`src/rtl/bit_serializer.sv`:
```
// WIDTH-bit to 1-bit selector/serializer: registered random bit select (mode=0)
// or MSB-first word streaming with valid/ready backpressure (mode=1).
module bit_serializer #(
  parameter int WIDTH = 64,
  parameter int SEL_W = $clog2(WIDTH) + 1
) (
  input  logic             clk,
  input  logic             rst,
  input  logic             mode,
  input  logic [WIDTH-1:0] data_in,
  input  logic [SEL_W-1:0] sel,
  input  logic             sel_valid,
  input  logic             load,
  output logic             load_ready,
  output logic             bit_out,
  output logic             bit_valid,
  input  logic             bit_ready,
  output logic             busy,
  output logic             last
);

  localparam int IW = $clog2(WIDTH);

  typedef enum logic {IDLE = 1'b0, SHIFT = 1'b1} state_t;

  state_t           state_q, state_d;
  logic [WIDTH-1:0] shreg_q, shreg_d;
  logic [IW-1:0]    idx_q, idx_d;
  logic             bit_out_q, bit_out_d;
  logic             bit_valid_q, bit_valid_d;
  logic             last_q, last_d;

  logic [IW-1:0]    ridx;
  logic             sel_in_range;
  logic             do_load;

  // Loading is allowed from IDLE in stream mode, or on the final accept of a
  // word so the next word follows with no bubble.
  assign load_ready   = ((state_q == IDLE) && mode) ||
                        ((state_q == SHIFT) && last_q && bit_ready);
  assign do_load      = load && load_ready;
  assign sel_in_range = (sel < SEL_W'(WIDTH));
  assign ridx         = IW'(WIDTH - 1) - sel[IW-1:0];

  always_comb begin
    state_d     = state_q;
    shreg_d     = shreg_q;
    idx_d       = idx_q;
    bit_out_d   = bit_out_q;
    bit_valid_d = bit_valid_q;
    last_d      = last_q;

    if (state_q == IDLE) begin
      last_d = 1'b0;
      if (!mode) begin
        bit_valid_d = sel_valid;
        if (sel_valid)
          bit_out_d = sel_in_range ? data_in[ridx] : 1'b0;
      end else begin
        bit_valid_d = 1'b0;
      end
    end else if (bit_ready) begin
      if (last_q) begin
        state_d     = IDLE;
        shreg_d     = '0;
        idx_d       = '0;
        bit_out_d   = 1'b0;
        bit_valid_d = 1'b0;
        last_d      = 1'b0;
      end else begin
        shreg_d   = shreg_q << 1;
        idx_d     = idx_q + 1'b1;
        bit_out_d = shreg_q[WIDTH-2];
        last_d    = (idx_q == IW'(WIDTH - 2));
      end
    end

    if (do_load) begin
      state_d     = SHIFT;
      shreg_d     = data_in;
      idx_d       = '0;
      bit_out_d   = data_in[WIDTH-1];
      bit_valid_d = 1'b1;
      last_d      = 1'b0;
    end
  end

  always_ff @(posedge clk) begin
    if (rst) begin
      state_q     <= IDLE;
      shreg_q     <= '0;
      idx_q       <= '0;
      bit_out_q   <= 1'b0;
      bit_valid_q <= 1'b0;
      last_q      <= 1'b0;
    end else begin
      state_q     <= state_d;
      shreg_q     <= shreg_d;
      idx_q       <= idx_d;
      bit_out_q   <= bit_out_d;
      bit_valid_q <= bit_valid_d;
      last_q      <= last_d;
    end
  end

  assign bit_out   = bit_out_q;
  assign bit_valid = bit_valid_q;
  assign last      = last_q;
  assign busy      = (state_q == SHIFT);

endmodule

```
`config.mk`:
```
export PLATFORM = sky130hd
export DESIGN_NAME = bit_serializer
export DESIGN_NICKNAME = d
export VERILOG_FILES = /design/src/rtl/bit_serializer.sv
export SDC_FILE = /design/constraint.sdc
export NUM_CORES = 1
export LEC_CHECK = 0
export ABC_AREA = 1
export BUFFER_PORTS_ARGS = -buffer_cell sky130_fd_sc_hd__buf_2
export CORE_ASPECT_RATIO = 0.5
export CORE_MARGIN = 3
export CORE_UTILIZATION = 29
export CTS_BUF_LIST = sky130_fd_sc_hd__clkbuf_4 sky130_fd_sc_hd__clkbuf_8
export CTS_CLUSTER_DIAMETER = 120
export DETAILED_ROUTE_END_ITERATION = 10
export PLACE_DENSITY = 0.53
export SYNTH_ARGS = -nofsm -noshare
export SYNTH_HDL_FRONTEND = slang
export SYNTH_SLANG_ARGS = --single-unit
```
`constraint.sdc`:
```
create_clock -name clk -period 2.5 [get_ports clk]
set_input_delay 0.5 -clock clk [delete_from_list [all_inputs] [get_ports clk]]
set_output_delay 0.5 -clock clk [all_outputs]
set_load 0.1 [all_outputs]
```
[Word-level counts from Yosys, hierarchy flattened]
Cells that the tools add are included.
Storage, ports and cells
  flip-flop bits (word level): 73
  bits of input ports: 77
  output and inout bits: 5
  word-level logic and storage cells: 53
Operators by class
  add/sub/neg operators: 2
  order comparisons: 2
  equal/unequal tests: 4
  mux-type cells: 24
  bitwise gates (word level): 1
  reductions and logical operators: 14
Operators with widths (count)
  63-bit 2-to-1 mux: 4
  1-bit 2-to-1 mux: 18
  6-bit by 7-bit < comparator with 1-bit output (second input constant): 1
  7-bit < comparator (second input constant): 1
  6-bit by 1-bit adder with 6-bit output (second input constant): 1
  1-bit binary-select mux with 6-bit select: 1
  6-bit == test (second input constant): 1
  6-bit 2-to-1 mux: 1
  3-bit by 1-bit != test with 1-bit output (second input constant): 2
  2-bit AND reduction: 3
  6-bit subtractor (first input constant): 1
  1-bit logical AND: 4
  2-bit nonzero test: 2
  3-bit by 2-bit != test with 1-bit output (second input constant): 1
  3-bit AND reduction: 1
  3-bit nonzero test: 1
  3-bit OR reduction: 1
  2-bit OR reduction: 1
  1-bit logical OR: 1
  1-bit NOT: 1

[Depth between registers and ports, before layout]
Gate-level depths: netlist (run 1).
  depth after elaboration: 8
  mapped depth: 15
  mapped depth without buffers: 13

[Worst setup path after synthesis (run 1)]
Ideal clock, no wire load.
  path type: reg-to-reg
  start: register state_q, in the netlist busy
  end: register shreg_q[2]
  library setup time: 0.074 ns
  arrival: 2.948 ns
  required time: 2.426 ns
  slack: -0.522 ns
  cell stages (with the launch flop): 9
  buffers on the path: 2
  clock period less this slack: 3.022 ns
  path through: dfxtp_1 > nand2_2 > o22ai_2 > inv_2 > nor2_8 > buf_12 > buf_12 > nand2_2 > a31oi_2
Between the ends
  longest elaborated chain between the ends: 6
  elaborated cells between the ends (all ways): 10
  classes of those cells: mux (1); bitwise (1); reduce/logical (8)
Ends and longest elaborated chain
  start: declaration: line 26  | state_t state_q, state_d;
  start signal: assignment: line 97  | state_q <= state_d;
  1-bit logical AND / 1-bit NOT (equally long branches)
  1-bit logical AND, on equally long branches: line 40, 39
  1-bit logical OR *: line 39  | assign load_ready = ((state_q == IDLE) && mode) ||
  via load_ready: line 14  | output logic load_ready,
  1-bit logical AND *: line 41  | assign do_load = load && load_ready;
  2-bit nonzero test (no line)
  2-bit AND reduction (no line)
  end signal: assignment: line 98  | shreg_q <= shreg_d;
  end: declaration: line 27  | logic [WIDTH-1:0] shreg_q, shreg_d;
Mark *: on every way through the listed nets, which the timed path passes. The rest lies on a longest branch.
A chain may end at the register's enable or synchronous reset.

[Worst setup path after layout (run 1)]
  start: register state_q, in the netlist busy
  end: output load_ready
Between the ends
  longest elaborated chain between the ends: 3
  elaborated cells between the ends (all ways): 5
  classes of those cells: bitwise (1); reduce/logical (4)
Ends and longest elaborated chain (line)
  1-bit logical AND / 1-bit NOT (equally long branches)
  1-bit logical AND, on equally long branches: 40, 39
  1-bit logical OR *: 39
  end: declaration: 14
Mark *: on every way between the ends. The rest lies on a longest branch, timed or not.

==> results.cfg, run 1 <==
[finish]
area_growth_pct = 17.8
nFillCells = 1384
finalNetCount = 704
stdcell_area_um2 = 4590
n_antenna_cell = 0
drive_gt1_share_pct = 26.2
multi_input_area_um2 = 2120
regArea_um2 = 1460

[die]
io_pins = 82
die-height_um = 88.0
die_x_um = 170
num_rows = 29
die-area_um2 = 15000
coreArea_um2 = 12900
start_util_pct = 30.3

[clocking]
cts_tree = built
clk_latency_ps = 340
cts_buffers = 9
cts_max_path_buffers = 2
htreeDepth = 3
postCtsSetupRepairBufs = 0
holdBufCountCts = 0
clkTransAtPathRegs_ps = 80
ctsResizeCount = 0
cts_root_buffer = clkbuf_8
cts.sink_count = 73

[power]
netSwitchingPower_mw = 0.784
comb_power_share_pct = 16.9
pwr-share-clk_pct = 38.6
total_power_mw = 2.81
power.density_nw_per_um2 = 613
switching_share_pct = 27.8
irDropWorstVdd_mv = 0.219
seqPwrFrac_pct = 44.5
cellInternalPower_mw = 2.03
p_leak_nw = 1.79

[sta]
setup_viol = 0
fin_tns_setup_ps = 0
hold_viol = 0
relSlewSlack_pct = 63.7
fin_skew_ps = 8.93
final.min_clock_period_ps = 2010
worstMarginPinSlew_ps = 544
max_freq_ghz = 0.497
rsz0062_at_grt = no
fin_crit_sh_pct = 80.5
slew_viol_final = 0

[global_routing]
grt_overflow = 0
grt_max_degree = 64
antenna_found_initial = 0
grt_pass1_vias = 3491
grt_pass1_wl_um = 18100
grtUsageTotal_pct = 15.1

[routing]
drt_wl_total_um = 11300
drc = 0
dr.pass1.iters = 5
drtIter0Drc = 325
final_antenna_net_count = 0
num_vias = 3870
wl_per_cell_um = 14.2
vias_per_cell = 4.84

[placement]
place_congestion = 0.764
io_buffers = 81
placed_area_um2 = 4360
hpwlAfterDp_um = 7540

[logic_synthesis]
ys_async_sr_fraction_pct = 0
avgSynthCellArea_um2 = 6.92
synth_cell_type_count = 30
syn_area_um2 = 3900
yosysWarningCount = 0
ys.flop_type = dfxtp_1
synth_edf_count = 0
yosysSeqAreaShare_pct = 37.5
synthesis.nets = 642
synthCells = 563
ys_ff_latch = 73

[worst_setup_path]
endpoint_kind = primary output
r2r_end = shreg_q[50]$_SDFFE_PP0P_
crit_start = busy$_SDFF_PP0_
reg2reg_from = busy$_SDFF_PP0_
rrSetupSlack_ps = 810
worstPathArrival_ps = 1510
critPathCapture = load_ready
cp.required_ps = 2000
path_class = reg -> out
r2r_cells = 7
cp-start-kind = flip-flop
path_max_fanout = 8

[run_status]
outcome = finished clean

[job]
maxCapViolCount = 0

[min_path]
hold_path_class = in -> reg
-- worst min-delay path by stage --
| stage | cells after the start | end | start | slack, ps |
|---|---|---|---|---|
| finish | 3 | shreg_q[0]$_SDFFE_PP0P_ | data_in[0] | 420 |
| global route | 3 | shreg_q[0]$_SDFFE_PP0P_ | data_in[0] | 410 |
| CTS | 3 | shreg_q[0]$_SDFFE_PP0P_ | data_in[0] | 410 |
| detailed placement | 2 | shreg_q[0]$_SDFFE_PP0P_ | shreg_q[0]$_SDFFE_PP0P_ | 460 |
| global placement | 2 | shreg_q[0]$_SDFFE_PP0P_ | shreg_q[0]$_SDFFE_PP0P_ | 450 |
| floorplan | 2 | shreg_q[0]$_SDFFE_PP0P_ | shreg_q[0]$_SDFFE_PP0P_ | 440 |
-- kinds of logic (layout without fill, tap and decap cells) --
| kind of cell | Yosys count | count (layout) | synth area share (%) |
|---|---|---|---|
| XOR/XNOR | 3 | 3 | 0.674 |
| AO/OA/AOI/OAI | 75 | 75 | 12.2 |
| buffers and inverters | 55 | 121 | 8.38 |
| flip-flops | 73 | 73 | 37.5 |
| AND/OR/NAND/NOR | 355 | 355 | 40.6 |
| adder cells (fa/ha/maj) | 2 | 2 | 0.642 |
-- routing by layer --
layer | wire (um) | global-route usage, % | vias up | part of all wire [%]
li1 | - | - | 1975 | -
met4 | 131 | 3.24 | 0 | 1.2
met2 | 5010 | 22.9 | 110 | 44
met1 | 5560 | 21.8 | 1773 | 49
met5 | 0 | 0 | - | 0
met3 | 624 | 3.79 | 12 | 5.5
-- cell usage in the layout (no fill, tap or decap), types with 5 or more instances in the layout --
cell type / n
nand2_1: 227
nand3_1: 55
nand2_2: 51
a21oi_1: 5
a31oi_1: 63
clkbuf_8: 12
inv_1: 14
nor2_1: 12
dfxtp_1: 71
buf_2: 81
-- flip-flops by register name, summed over array words and instances, names as in the netlist --
name,cells
idx_q,6
bit_valid,1
busy,1
last,1
bit_out,1
shreg_q,63
-- per-stage QoR --
step	hold slack (ps)	instances	utilization, %	setup WS, ps
after floorplan	440	563	-	133
after global routing	408	799	35.6	403
after detailed placement	462	784	33.8	454
after global placement	451	784	33.8	470
final	421	799	35.6	487
after CTS	406	799	35.6	459
-- power groups by stage --
stage	combinational (mW)	clock [mW]	sequential [mW]
after detailed placement	0.476	0	1.28
after global routing	0.527	1.16	1.26
final	0.476	1.09	1.25
after floorplan	0.298	0	1.30
after CTS	0.478	1.11	1.25
after global placement	0.474	0	1.28
-- worst max-delay path, stage by stage, from the launching register on --
cell,delay [ps]
dfxtp_2,420
nand2_2,160
o22ai_4,140
buf_2,450
-- synthesized netlist by cell type, types with 3 or more instances --
cell type    n  share of area [%]
a21oi_1      5               0.64
nand3_1     55                7.1
o21ai_0      3               0.39
buf_12       6                3.1
dfxtp_1     73                 37
nand2_2     51                8.2
nor2_1      12                1.2
a31oi_1     63                 10
buf_2        9                1.2
nand2_1    227                 22
inv_2        4               0.39
buf_4        3               0.58
clkbuf_1    17                1.6
inv_1       14                1.3
-- area by class of cell --
cell class,instances,share of cell area (%)
inverters,18,1.47
multi-input cells,435,46.1
clock inverters,2,1.31
flip-flops and latches,73,31.9
repair buffers,88,10.8
clock buffers,13,3.76
well taps,170,4.63
Power figures use the tool's default switching activity.
==> run 2: changes to the inputs <==
clock period = 1.9 ns   (was 2.5 ns; I/O delays follow)
==> run 2 against run 1 <==
  * Non-clock buffer count up 5
  * Sequential share of layout area is 0.30 points lower
  * Clock-buffer cell count down 3
  * Cell count is 0.75% higher
  * Via count up 1.9%
  * Core utilization rose by 0.46 points
  * Global-route usage is 0.66 points higher
  * Combinational power is 37% higher
  * First-iteration DRC count rose by 30%
==> results.cfg, run 2 (synthesis results as in run 1) <==
[run_status]
outcome = finished clean

[clocking]
cts.sink_count = 73
clkTransAtPathRegs_ps = 90
ctsResizeCount = 0
cts_tree = built
htreeDepth = 3
cts_max_path_buffers = 2
cts_buffers = 9
holdBufCountCts = 0
cts_root_buffer = clkbuf_8
postCtsSetupRepairBufs = 0
clk_latency_ps = 360

[sta]
relSlewSlack_pct = 65.1
final.min_clock_period_ps = 1630
slew_viol_final = 0
worstMarginPinSlew_ps = 518
hold_viol = 0
max_freq_ghz = 0.612
fin_tns_setup_ps = 0
rsz0062_at_grt = no
setup_viol = 0
hold_slack_ps = 283
fin_crit_sh_pct = 85.9
fin_skew_ps = 10.2

[min_path]
worstHoldStart = data_in[0]
hold_path_class = in -> reg
whs_endpoint = shreg_q[0]$_SDFFE_PP0P_
worst_hold_path.num_cells = 3

[finish]
nFillCells = 1409
regMostFlops = shreg_q
stdcell_area_um2 = 4650
largest_reg_flops = 63
final_cell_mix = nand2_1, buf_2, dfxtp_1
drive_gt1_share_pct = 26.9
finalNetCount = 709
n_antenna_cell = 0
layout_commonest_cell = nand2_1
top_regs = shreg_q: 63 flops, idx_q: 6 flops
area_growth_pct = 19.3

[worst_setup_path]
worstPathArrival_ps = 1250
cp-start-kind = flip-flop
endpoint_kind = primary output
r2r_end = shreg_q[13]$_SDFFE_PP0P_
crit_start = busy$_SDFF_PP0_
rrSetupSlack_ps = 290
path_class = reg -> out
reg2reg_from = busy$_SDFF_PP0_
path_max_fanout = 8
cp.required_ps = 1520
r2r_cells = 7

[power]
power.density_nw_per_um2 = 771
p_leak_nw = 1.83
total_power_mw = 3.58
irDropWorstVdd_mv = 0.291

[die]
die-height_um = 88.0
num_rows = 29
io_pins = 82
die_x_um = 170
die-area_um2 = 15000
start_util_pct = 30.3
coreArea_um2 = 12900

[routing]
wl_per_cell_um = 14.3
final_antenna_net_count = 0
drtIter0Drc = 424
dr.pass1.iters = 5
vias_per_cell = 4.90
drt_wl_total_um = 11500
drc = 0
num_vias = 3942

[placement]
placed_area_um2 = 4440
hpwlAfterDp_um = 7530
io_buffers = 81
place_congestion = 0.777

[global_routing]
grt_max_degree = 64
grtUsageTotal_pct = 15.8
grt_pass1_vias = 3660
antenna_found_initial = 1
grt_pass1_wl_um = 18800
grt_overflow = 0

[job]
maxCapViolCount = 0
-- run 2: worst max-delay path by stage --
stage / cells after the start / end / slack, ps
after global placement: 14 / bit_out$_SDFFE_PP0P_ / 90
final: 3 / load_ready / 270
after detailed placement: 14 / bit_out$_SDFFE_PP0P_ / 90
after floorplan: 8 / shreg_q[2]$_SDFFE_PP0P_ / -230
after global routing: 7 / shreg_q[38]$_SDFFE_PP0P_ / 180
after CTS: 3 / load_ready / 230
-- run 2: metal layers --
layer / GRT usage, % / vias up / wire length (um)
met5: 0 / - / 13
met4: 3.97 / 2 / 133
met3: 4.06 / 13 / 611
met2: 24.1 / 112 / 5080
met1: 22.3 / 1828 / 5700
li1: - / 1987 / -
-- run 2: power by group --
group	switching [mW]	internal, mW	total [mW]	leakage [nW]
registers	0.0415	1.60	1.64	0.597
logic	0.422	0.229	0.650	1.12
clock network	0.642	0.647	1.29	0.107
total	1.11	2.48	3.58	1.83
-- run 2: worst max-delay path, cell delays in order, from the launching register on --
cell     delay (ps)
dfxtp_4         410
nand2_4         100
o22ai_4         180
buf_12          200
-- run 2: through the flow --
stage	setup WS, ps	util, %	cells
6_report	267	36.1	805
2_1_floorplan	-230	-	563
3_5_place_dp	94.5	34.5	789
5_1_grt	182	36.1	805
3_3_place_gp	92.7	34.5	789
4_1_cts	232	36.1	805
-- run 2: cell type report --
cell class,instances,area (um^2),share of cell area [%]
multi-input cells,435,2120,45.7
repair buffers,93,573,12.3
well taps,170,213,4.58
inverters,18,67.6,1.45
clock buffers,10,138,2.96
clock inverters,6,66.3,1.43
flip-flops and latches,73,1470,31.6
